## src/rtl/store_unit_if.sv

```systemverilog
// Execute-stage store handshake plus data-memory write port for store_unit.
// The master modport is the store unit; slave is the execute stage / memory side.
interface store_unit_if;
  logic        st_valid_in;
  logic        st_ready_out;
  logic [31:0] iadder_in;
  logic [31:0] rs2_in;
  logic [1:0]  store_size_in;
  logic        dmwr_req_out;
  logic [31:0] dmaddr_out;
  logic [31:0] dmdata_out;
  logic [3:0]  wr_mask_out;
  logic        dmwr_ack_in;
  logic        st_done_out;
  logic        bus_err_out;
  logic        misaligned_out;

  modport master (
    input  st_valid_in, iadder_in, rs2_in, store_size_in, dmwr_ack_in,
    output st_ready_out, dmwr_req_out, dmaddr_out, dmdata_out, wr_mask_out,
           st_done_out, bus_err_out, misaligned_out
  );

  modport slave (
    output st_valid_in, iadder_in, rs2_in, store_size_in, dmwr_ack_in,
    input  st_ready_out, dmwr_req_out, dmaddr_out, dmdata_out, wr_mask_out,
           st_done_out, bus_err_out, misaligned_out
  );
endinterface

```

## src/rtl/store_unit.sv

```systemverilog
// Store unit: lane-aligns store data, issues one outstanding write with ack timeout.
// Optional STORE_MISALIGN_TRAP_EN: misaligned half/word stores trap instead of force-aligning.
module store_unit #(
  parameter int unsigned ACK_TIMEOUT = 16,
  parameter int unsigned CNT_W       = 8
) (
  input  logic         clk_in,
  input  logic         rst_in,
  store_unit_if.master bus
);

  typedef enum logic {IDLE, REQ} state_e;

  localparam logic [CNT_W-1:0] CNT_LAST =
    CNT_W'((ACK_TIMEOUT == 0) ? 0 : ACK_TIMEOUT - 1);

  state_e            state_q, state_d;
  logic [CNT_W-1:0]  cnt_q, cnt_d;
  logic              req_q, req_d;
  logic [31:0]       addr_q, addr_d;
  logic [31:0]       data_q, data_d;
  logic [3:0]        mask_q, mask_d;
  logic              done_q, done_d;
  logic              err_q, err_d;
  logic              trap;

  logic [1:0]        a;
  logic [31:0]       fmt_data;
  logic [3:0]        fmt_mask;
  logic              accept;

  assign bus.st_ready_out = (state_q == IDLE) & ~rst_in;
  assign accept           = bus.st_valid_in & bus.st_ready_out;
  assign a                = bus.iadder_in[1:0];

  always_comb begin
    fmt_data = bus.rs2_in;
    fmt_mask = 4'b1111;
    case (bus.store_size_in)
      2'b00: begin
        fmt_data = {4{bus.rs2_in[7:0]}};
        fmt_mask = 4'b0001 << a;
      end
      2'b01: begin
        fmt_data = {2{bus.rs2_in[15:0]}};
        fmt_mask = a[1] ? 4'b1100 : 4'b0011;
      end
      default: begin
        fmt_data = bus.rs2_in;
        fmt_mask = 4'b1111;
      end
    endcase
  end

`ifdef STORE_MISALIGN_TRAP_EN
  logic mis_q, mis_d;

  always_comb begin
    case (bus.store_size_in)
      2'b00:   trap = 1'b0;
      2'b01:   trap = a[0];
      default: trap = (a != 2'b00);
    endcase
  end

  assign mis_d              = (state_q == IDLE) & accept & trap;
  assign bus.misaligned_out = mis_q;

  always_ff @(posedge clk_in) begin
    if (rst_in) mis_q <= 1'b0;
    else        mis_q <= mis_d;
  end
`else
  assign trap               = 1'b0;
  assign bus.misaligned_out = 1'b0;
`endif

  always_comb begin
    state_d = state_q;
    cnt_d   = cnt_q;
    req_d   = req_q;
    addr_d  = addr_q;
    data_d  = data_q;
    mask_d  = mask_q;
    done_d  = 1'b0;
    err_d   = 1'b0;
    case (state_q)
      IDLE: begin
        if (accept) begin
          if (trap) begin
            done_d = 1'b1;
          end else begin
            addr_d  = {bus.iadder_in[31:2], 2'b00};
            data_d  = fmt_data;
            mask_d  = fmt_mask;
            cnt_d   = '0;
            req_d   = 1'b1;
            state_d = REQ;
          end
        end
      end
      REQ: begin
        // Ack takes priority over an expiry in the same cycle.
        if (bus.dmwr_ack_in) begin
          req_d   = 1'b0;
          done_d  = 1'b1;
          state_d = IDLE;
        end else if (ACK_TIMEOUT != 0 && cnt_q == CNT_LAST) begin
          req_d   = 1'b0;
          done_d  = 1'b1;
          err_d   = 1'b1;
          state_d = IDLE;
        end else if (ACK_TIMEOUT != 0) begin
          cnt_d = cnt_q + CNT_W'(1);
        end
      end
      default: state_d = IDLE;
    endcase
  end

  always_ff @(posedge clk_in) begin
    if (rst_in) begin
      state_q <= IDLE;
      cnt_q   <= '0;
      req_q   <= 1'b0;
      addr_q  <= '0;
      data_q  <= '0;
      mask_q  <= '0;
      done_q  <= 1'b0;
      err_q   <= 1'b0;
    end else begin
      state_q <= state_d;
      cnt_q   <= cnt_d;
      req_q   <= req_d;
      addr_q  <= addr_d;
      data_q  <= data_d;
      mask_q  <= mask_d;
      done_q  <= done_d;
      err_q   <= err_d;
    end
  end

  assign bus.dmwr_req_out = req_q;
  assign bus.dmaddr_out   = addr_q;
  assign bus.dmdata_out   = data_q;
  assign bus.wr_mask_out  = mask_q;
  assign bus.st_done_out  = done_q;
  assign bus.bus_err_out  = err_q;

endmodule

```

## src/flat_wrapper.sv

```systemverilog
// flat-port wrapper written by rule: the top's interface ports become plain ports
module store_unit_flat 
#(
  parameter int unsigned ACK_TIMEOUT = 16,
  parameter int unsigned CNT_W       = 8
)
  (clk_in, rst_in, bus_st_valid_in, bus_iadder_in, bus_rs2_in, bus_store_size_in, bus_dmwr_ack_in, bus_st_ready_out, bus_dmwr_req_out, bus_dmaddr_out, bus_dmdata_out, bus_wr_mask_out, bus_st_done_out, bus_bus_err_out, bus_misaligned_out);
  store_unit_if bus_i ();
  input  logic clk_in;
  input  logic rst_in;
  input wire logic [$bits(bus_i.st_valid_in)-1:0] bus_st_valid_in;
  input wire logic [$bits(bus_i.iadder_in)-1:0] bus_iadder_in;
  input wire logic [$bits(bus_i.rs2_in)-1:0] bus_rs2_in;
  input wire logic [$bits(bus_i.store_size_in)-1:0] bus_store_size_in;
  input wire logic [$bits(bus_i.dmwr_ack_in)-1:0] bus_dmwr_ack_in;
  output wire logic [$bits(bus_i.st_ready_out)-1:0] bus_st_ready_out;
  output wire logic [$bits(bus_i.dmwr_req_out)-1:0] bus_dmwr_req_out;
  output wire logic [$bits(bus_i.dmaddr_out)-1:0] bus_dmaddr_out;
  output wire logic [$bits(bus_i.dmdata_out)-1:0] bus_dmdata_out;
  output wire logic [$bits(bus_i.wr_mask_out)-1:0] bus_wr_mask_out;
  output wire logic [$bits(bus_i.st_done_out)-1:0] bus_st_done_out;
  output wire logic [$bits(bus_i.bus_err_out)-1:0] bus_bus_err_out;
  output wire logic [$bits(bus_i.misaligned_out)-1:0] bus_misaligned_out;
  assign bus_i.st_valid_in = bus_st_valid_in;
  assign bus_i.iadder_in = bus_iadder_in;
  assign bus_i.rs2_in = bus_rs2_in;
  assign bus_i.store_size_in = bus_store_size_in;
  assign bus_i.dmwr_ack_in = bus_dmwr_ack_in;
  assign bus_st_ready_out = bus_i.st_ready_out;
  assign bus_dmwr_req_out = bus_i.dmwr_req_out;
  assign bus_dmaddr_out = bus_i.dmaddr_out;
  assign bus_dmdata_out = bus_i.dmdata_out;
  assign bus_wr_mask_out = bus_i.wr_mask_out;
  assign bus_st_done_out = bus_i.st_done_out;
  assign bus_bus_err_out = bus_i.bus_err_out;
  assign bus_misaligned_out = bus_i.misaligned_out;
  store_unit #(.ACK_TIMEOUT(ACK_TIMEOUT), .CNT_W(CNT_W)) u_core (.clk_in(clk_in), .rst_in(rst_in), .bus(bus_i));
endmodule
```

## config.mk

```make
export PLATFORM = sky130hd
export DESIGN_NAME = store_unit_flat
export DESIGN_NICKNAME = d
export VERILOG_FILES = /design/src/rtl/store_unit_if.sv /design/src/rtl/store_unit.sv /design/src/flat_wrapper.sv
export SDC_FILE = /design/constraint.sdc
export NUM_CORES = 1
export LEC_CHECK = 0
export CELL_PAD_IN_SITES_DETAIL_PLACEMENT = 1
export CELL_PAD_IN_SITES_GLOBAL_PLACEMENT = 1
export CORE_AREA = 2 2 108 110
export CTS_CLUSTER_DIAMETER = 120
export CTS_CLUSTER_SIZE = 24
export DETAILED_ROUTE_END_ITERATION = 6
export DIE_AREA = 0 0 110 112
export PLACE_DENSITY = 0.88
export SYNTH_ARGS = -nofsm -noshare
export SYNTH_HDL_FRONTEND = slang
export SYNTH_SLANG_ARGS = --single-unit
```

## constraint.sdc

```tcl
create_clock -name clk_in -period 1.9 [get_ports clk_in]
set_input_delay 0.38 -clock clk_in [delete_from_list [all_inputs] [get_ports clk_in]]
set_output_delay 0.38 -clock clk_in [all_outputs]
set_load 0.02 [all_outputs]
```

==> results.md, run 1 <==
* Status: completed
* Placeable Area at around 11000 um^2
* Critical path's largest stage delay at 660 ps
* Vias at 3316
* Worst Hold Class: input pin to register
* Worst endpoint data arrival time at 1330 ps
* Rel. slew slack at 0.645
* WP data required at 1520 ps
* Largest net degree at the start of global routing at 70
* Worst setup EP type: output pin
* Mux cell area share after synthesis at 0.0555
* GRT Total Usage at 0.186
* Startpoint types: register
* Post-synthesis sequential area ratio at 0.481
* Diode count at 0
* Worst-Skew Late Latency at 330 ps
* CTS tree: yes
* Mapped Area at 3250 um^2
* Area of the multi-input gates at 1550 um^2
* Synth Area in Compound Gates at 0.195
* Initial DRT Pass Iterations at 4
* Setup Crit Path Kind: register to output pin
* Initial Util at 0.291
* FMAX at ~600 MHz
* Die width at ~110 um
* Worst-Margin Slew at roughly 530 ps
* DP Wirelength at approximately 8000 um
* DRC violations left at 0
* RSZ-0062 raised after global routing: no
* Yosys warning total at 0
* Shortest period the worst path allows at roughly 1700 ps
* Final period utilization at 0.898
* Synth area leaders: dfxtp_1, nand2_1, a21oi_1
* Post-Synth XOR/XNOR Area at 0
* First-pass GRT wire length at 17700 um
* Post-synth cell types at 38
* Setup-failing EPs final at 0
* Vias in the first global route at 3530
* Top cell family by delay on the critical path: buffers and inverters
* Crit-path max FO at 2
* Gr ovfl total at 0
* Worst Hold Launch: rst_in
* IO Pins at 143
* Layout cell share with drive strength beyond 1 at 0.0865
* Final WL at 11300 um
* Post-CTS setup buffer count at 0
* Post-synth top area cell: dfxtp_1
* # fillers at 1313
* Post-synth EDFFs at 0
* Die area at 12300 um^2
* #FFs+latches synth at 78
* Fin Setup TNS at 0 ps
* Pre-CTS WS at 23.6 ps
* Worst-path clk slew at 60 ps
* Crit path buffers/inverters at 1
* Leakage at 1.93 nW
* CTS Sinks at 78
* Critical path's slowest cell: clkdlybuf4s50_1
* Via/cell ratio at 4.91
* Post-Synth Simple-Gate Area at 0.215
* Fin. Hold Viols at 0
* RR Startpoint: u_core.cnt_q[0]
* Antenna-violating nets left at 0
* Final GP Congestion at 0.773
* Final Max Tran Viols at 0
* Max Cap Violations at 0
* Max clock buf depth at 2
* PwrDens at 868 nW/um^2
* Die H at ~110 um
* 1st-iter DRT viols at approximately 110
* Antenna violations before repair at 0
* H-tree lvl count at 3
* Synth Area per Inst at 8.30 um^2
* Port Buf Inserts at 139
* Predominant post-synthesis flop cell: dfxtp_1
* Peak supply drop at 0.348 mV
* Adder-Cell Fraction of Synth Area at 0.00385
* Row Count at 39
* CTS buffer count at 9
* Crit. Startpoint: u_core.bus.dmdata_out[8]
* Setup ws final at 194 ps
* CTS root buf: clkbuf_16
* Clk_skew at ~5.1 ps
* Critical Path, Cell by Cell: clkdlybuf4s50_1
* Largest family of logic cells by synthesized area: simple AND/OR/NAND/NOR gates
* Area Growth Syn to Fin at 59.4%
* Post-synthesis instance total at 391
* Reg area at about 1600 um^2
* Post-synth top area share at 0.481
* Routed wire per std cell at about 17 um
* Final nets at roughly 600
* FFs w/ async S/R, synth at 0
==> power by group <==
group | total (W) | switching [W] | leakage, nW | internal, W
Clock | 0.00184 | 0.000674 | 0.155 | 0.00116
Combinational | 0.000857 | 0.000429 | 1.13 | 0.000428
Sequential | 0.00180 | 0.0000612 | 0.642 | 0.00174
==> final cells by class <==
type,count,area share
timing repair buffer,155,0.301
inverter,2,0.00145
tap,143,0.0346
multi-input combinational,281,0.299
sequential,78,0.302
clock inverter,2,0.00725
clock buffer,14,0.0549
==> cells in the final DEF (no fill, tap or decap), types with 2 or more instances in the layout <==
cell type and n:
conb_1 3, dfxtp_1 77, clkbuf_16 9, nand2b_1 12
nand3_1 5, nand2_1 95, mux2_2 8, buf_12 4
nor4_1 3, clkbuf_8 4, a311oi_1 8, mux2i_1 9
a211oi_1 13, nor3_1 2, a21oi_1 51, nand4b_1 2
or4_1 3, nor2b_1 3, o211ai_1 11, inv_1 2
buf_4 12, o21ai_0 12, clkdlybuf4s50_1 137, nor2_1 24
==> cells in the mapped netlist, drive strengths merged (2+ instances only) <==
cell,count
nor4,3
nor3,2
nand4b,2
o211ai,11
inv,2
dfxtp,78
nand3,5
o21ai,12
or4,4
a21oi,51
clkbuf,14
buf,18
a311oi,8
nand2,95
nand2b,13
nor2,24
mux2,8
nor2b,4
a211oi,13
mux2i,9
==> timing repair <==
action | 4_1_cts | 5_1_grt
setup endpoints to repair | 1 | 1
hold buffers | 0 | 0
resized for setup | 1 | 1
==> final timing paths <==
kind	end	slack (ps)	cells after the start
max	bus_dmdata_out[8]	190	1
min	u_core.cnt_q[4]	340	2
max reg2reg	u_core.cnt_q[4]	240	4
min reg2reg	u_core.bus.dmaddr_out[21]	450	2
==> per-layer routing <==
metal	vias to the layer above	wire [um]	global-route usage
li1	1627	-	-
met1	1589	4550	0.203
met2	94	5850	0.328
met3	6	841	0.0697
met4	0	76	0.0549
met5	-	0	0
==> flip-flops by register name (all words and copies together) (netlist names) <==
signal	count
u_core.bus.bus_err_out	1
u_core.bus.dmaddr_out	30
u_core.bus.dmdata_out	32
u_core.bus.dmwr_req_out	1
u_core.bus.st_done_out	1
u_core.bus.wr_mask_out	4
u_core.cnt_q	8
u_core.state_q	1
==> cells by family after synthesis <==
kind of cell / after synthesis
AO/OA/AOI/OAI: 102
AND/OR/NAND/NOR: 158
flip-flops: 78
adder cells (fa/ha/maj): 1
buffers and inverters: 34
other: 1
multiplexers: 17
==> through the flow <==
step / std cells / utilization / total power (W) / cell area (um^2) / hold slack [ps]
2_1_floorplan: 393 / - / 0.00222 / 3250 / 484
3_3_place_gp: 659 / 0.434 / 0.00267 / 4850 / 442
3_5_place_dp: 659 / 0.434 / 0.00270 / 4850 / 449
4_1_cts: 675 / 0.463 / 0.00456 / 5170 / 328
5_1_grt: 675 / 0.463 / 0.00470 / 5180 / 350
6_report: 675 / 0.463 / 0.00449 / 5180 / 343
Note: power is estimated with default switching activity, not from simulation.
==> run 2: changes to the inputs <==
--- a/config.mk
+++ b/config.mk
@@ -5,6 +5,7 @@
 export SDC_FILE = /design/constraint.sdc
 export NUM_CORES = 1
 export LEC_CHECK = 0
+export CAP_MARGIN = 20
 export CELL_PAD_IN_SITES_DETAIL_PLACEMENT = 1
 export CELL_PAD_IN_SITES_GLOBAL_PLACEMENT = 1
 export CORE_AREA = 2 2 108 110
==> results of run 2 <==
Same layout as run 1: the final DEF is identical, and so are final timing and power.
==> run 3: changes to the inputs <==
--- a/config.mk
+++ b/config.mk
@@ -5,15 +5,17 @@
 export SDC_FILE = /design/constraint.sdc
 export NUM_CORES = 1
 export LEC_CHECK = 0
+export ABC_AREA = 1
 export CAP_MARGIN = 20
 export CELL_PAD_IN_SITES_DETAIL_PLACEMENT = 1
 export CELL_PAD_IN_SITES_GLOBAL_PLACEMENT = 1
-export CORE_AREA = 2 2 108 110
+export CORE_AREA = 2 2 109 111
 export CTS_CLUSTER_DIAMETER = 120
 export CTS_CLUSTER_SIZE = 24
 export DETAILED_ROUTE_END_ITERATION = 6
-export DIE_AREA = 0 0 110 112
+export DIE_AREA = 0 0 111 113
 export PLACE_DENSITY = 0.88
+export SETUP_SLACK_MARGIN = 0.15
 export SYNTH_ARGS = -nofsm -noshare
 export SYNTH_HDL_FRONTEND = slang
 export SYNTH_SLANG_ARGS = --single-unit
==> results.md, run 3 <==
* Shortest period the worst path allows at 1720 ps (was 1710 ps)
* Vias at 3477 (was 3316)
* Post-synth cell types at 28 (was 38)
* Largest net degree at the start of global routing at 50 (was 70)
* CTS Sinks at 78 (unchanged)
* CTS buffer count at 9 (unchanged)
* Post-synth top area share at 0.484 (was 0.481)
* Critical path's slowest cell: clkdlybuf4s50_1 (unchanged)
* Max Cap Violations at 0 (unchanged)
* Setup crit end: bus_st_ready_out (was bus_dmdata_out[8])
* Crit-path max FO at 2 (unchanged)
* Top cell family by delay on the critical path: buffers and inverters (unchanged)
* Row Count at 39 (unchanged)
* PwrDens at 877 nW/um^2 (was 868 nW/um^2)
* Post-synthesis instance total at 432 (was 391)
* Final Max Tran Viols at 0 (unchanged)
* Status: completed (unchanged)
* Crit path buffers/inverters at 2 (was 1)
* Critical path's largest stage delay at 510 ps (was 660 ps)
* GR Util met1 at 0.185 (was 0.203)
* GRT Total Usage at 0.178 (was 0.186)
* Max clock buf depth at 2 (unchanged)
* Clk_skew at 6.91 ps (was 5.08 ps)
* Layout cell share with drive strength beyond 1 at 0.0714 (was 0.0865)
* Hold-fix buffers, CTS at 0 (unchanged)
* DP Wirelength at 8450 um (was 8160 um)
* H-tree lvl count at 3 (unchanged)
* Via/cell ratio at 4.85 (was 4.91)
* Gr ovfl total at 0 (unchanged)
* Worst-path clk slew at 60 ps (about the same)
* Final nets at 640 (was 598)
* Worst-Skew Late Latency at 340 ps (was 330 ps)
* Area Growth Syn to Fin at 56.9% (was 59.4%)
* Leakage at 2.13 nW (was 1.93 nW)
* Stages on the worst setup path at 3 (was 1)
* FMAX at 581 MHz (was 586 MHz)
* Die width at 111 um (was 110 um)
* Diode count at 0 (unchanged)
* Crit. Startpoint: rst_in (was u_core.bus.dmdata_out[8])
* Setup Crit Path Kind: input pin to output pin (was register to output pin)
* # fillers at 1374 (was 1313)
* Worst reg2reg path depth at 9 (was 4)
* Synth Area per Inst at 7.47 um^2 (was 8.30 um^2)
* Die area at 12500 um^2 (was 12300 um^2)
* Setup-failing EPs final at 0 (unchanged)
* Worst setup EP type: output pin (unchanged)
* Routed wire per std cell at 15.5 um (was 16.8 um)
* GRT busiest layer: met2 (unchanged)
* DRC violations left at 0 (unchanged)
* Post-synth EDFFs at 0 (unchanged)
* Final WL at 11100 um (was 11300 um)
* Worst Hold Class: register to register (was input pin to register)
* FFs w/ async S/R, synth at 0 (unchanged)
* Post-synthesis sequential area ratio at 0.484 (was 0.481)
* Final period utilization at 0.906 (was 0.898)
* Internal reg-to-reg setup slack at 420 ps (was 240 ps)
* Fin. Hold Viols at 0 (unchanged)
* Peak supply drop at 0.336 mV (was 0.348 mV)
* Commonest cells post-synth: nand2_1, dfxtp_1, nand3_1 (was nand2_1, dfxtp_1, a21oi_1)
* RR Startpoint: u_core.cnt_q[0] (unchanged)
* Placeable Area at 11300 um^2 (was 11200 um^2)
* Antenna violations before repair at 0 (unchanged)
* 1st-iter DRT viols at 121 (was 105)
* WP data required at 1520 ps (about the same)
* Most frequent cells in the layout: nand2_1, clkdlybuf4s50_1, dfxtp_1 (was clkdlybuf4s50_1, nand2_1, dfxtp_1)
* Met2 usage at 0.324 (was 0.328)
* Max reg flops at 32 (unchanged)
* Final GP Congestion at 0.830 (was 0.773)
* GRT met3 Usage at 0.0509 (was 0.0697)
* Die H at 113 um (was 112 um)
* Worst endpoint data arrival time at 1340 ps (was 1330 ps)
* Vias in the first global route at 3700 (was 3530)
* Post-CTS setup buffer count at 0 (unchanged)
* Reg area at 1560 um^2 (about the same)
* First-pass GRT wire length at 18000 um (was 17700 um)
* CTS tree: yes (unchanged)
* Antenna-violating nets left at 0 (unchanged)
* Fin cells at 717 (was 675)
* Synth area leaders: dfxtp_1, nand2_1, nand3_1 (was dfxtp_1, nand2_1, a21oi_1)
* Predominant post-synthesis flop cell: dfxtp_1 (unchanged)
* Post-synth top area cell: dfxtp_1 (unchanged)
* Capture instance of the worst register-to-register path: u_core.cnt_q[1] (was u_core.cnt_q[4])
* CTS root buf: clkbuf_16 (unchanged)
* #FFs+latches synth at 78 (unchanged)
* Most common cell in the netlist: nand2_1 (unchanged)
* Port Buf Inserts at 139 (unchanged)
* Area of the multi-input gates at 1420 um^2 (was 1550 um^2)
* Startpoint types: input pin (was register)
* Yosys warning total at 0 (unchanged)
* Fin Setup TNS at 0 ps (unchanged)
* Initial Util at 0.286 (was 0.291)
* Hold slack final at 460 ps (was 343 ps)
* Dpl cells at 701 (was 659)
* Mapped Area at 3230 um^2 (was 3250 um^2)
* Commonest non-fill, non-tap cell in the layout: nand2_1 (was clkdlybuf4s50_1)
* IO Pins at 143 (unchanged)
* Critical Path, Cell by Cell: clkdlybuf4s50_1, nor2_8, dlygate4sd2_1 (was clkdlybuf4s50_1)
* RSZ-0062 raised after global routing: no (unchanged)
* Initial DRT Pass Iterations at 4 (unchanged)
## run 3: worst min-delay path: stages, from the launching register on
cell and delay [ps]:
dfxtp_1 310, nand3_1 70, nand2_1 40
## run 3: what timing repair did
action / 4_1_cts / 5_1_grt
endpoints found under the hold margin: 0 / 0
resized for setup: 1 / 0
setup endpoints to repair: 1 / 0
## run 3: how the worst min path moves through the flow
stage | start | end | slack [ps] | cells after the start
4_1_cts | u_core.bus.dmaddr_out[5] | u_core.bus.dmaddr_out[5] | 460 | 2
3_5_place_dp | u_core.bus.dmaddr_out[5] | u_core.bus.dmaddr_out[5] | 460 | 2
5_1_grt | u_core.bus.dmaddr_out[27] | u_core.bus.dmaddr_out[27] | 480 | 2
6_report | u_core.bus.dmaddr_out[5] | u_core.bus.dmaddr_out[5] | 460 | 2
2_1_floorplan | u_core.cnt_q[0] | u_core.cnt_q[0] | 450 | 1
3_3_place_gp | u_core.bus.dmaddr_out[4] | u_core.bus.dmaddr_out[4] | 450 | 2
## run 3: area by class of cell
cell class	count	share of cell area
Clock buffer	13	0.0534
Clock inverter	3	0.00346
Inverter	16	0.0119
Multi-Input combinational cell	310	0.281
Sequential cell	78	0.308
Tap cell	143	0.0353
Timing Repair Buffer	154	0.307
## run 3: power by group
| part | switching [W] | internal (W) | leakage [nW] |
|---|---|---|---|
| Combinational | 0.000488 | 0.000455 | 1.35 |
| Sequential | 0.0000808 | 0.00177 | 0.644 |
| Clock | 0.000659 | 0.000987 | 0.142 |
| Total | 0.00123 | 0.00321 | 2.13 |
## run 3: per-stage QoR
step	setup WS (ps)	utilization	area (um^2)	total power (W)
floorplan	631	-	3230	0.00232
global placement	-87.3	0.424	4780	0.00280
detailed placement	-102	0.424	4780	0.00284
CTS	168	0.449	5060	0.00450
global route	152	0.449	5060	0.00465
finish	178	0.449	5060	0.00444
## run 3: logic make-up (layout without fill, tap and decap cells)
kind of cell,after synthesis,in the layout,share of synthesized area
buf+inv,46,186,0.0779
compound gates,73,73,0.124
simple gates,233,233,0.309
flops,78,78,0.484
other cells,1,3,0.00116
fa+ha+maj,1,1,0.00388
## run 3: routing by layer
layer  part of all wire  wire, um
met1               0.38      4290
met2               0.52      5780
met3              0.060       663
met4              0.037       407
met5                  0         0
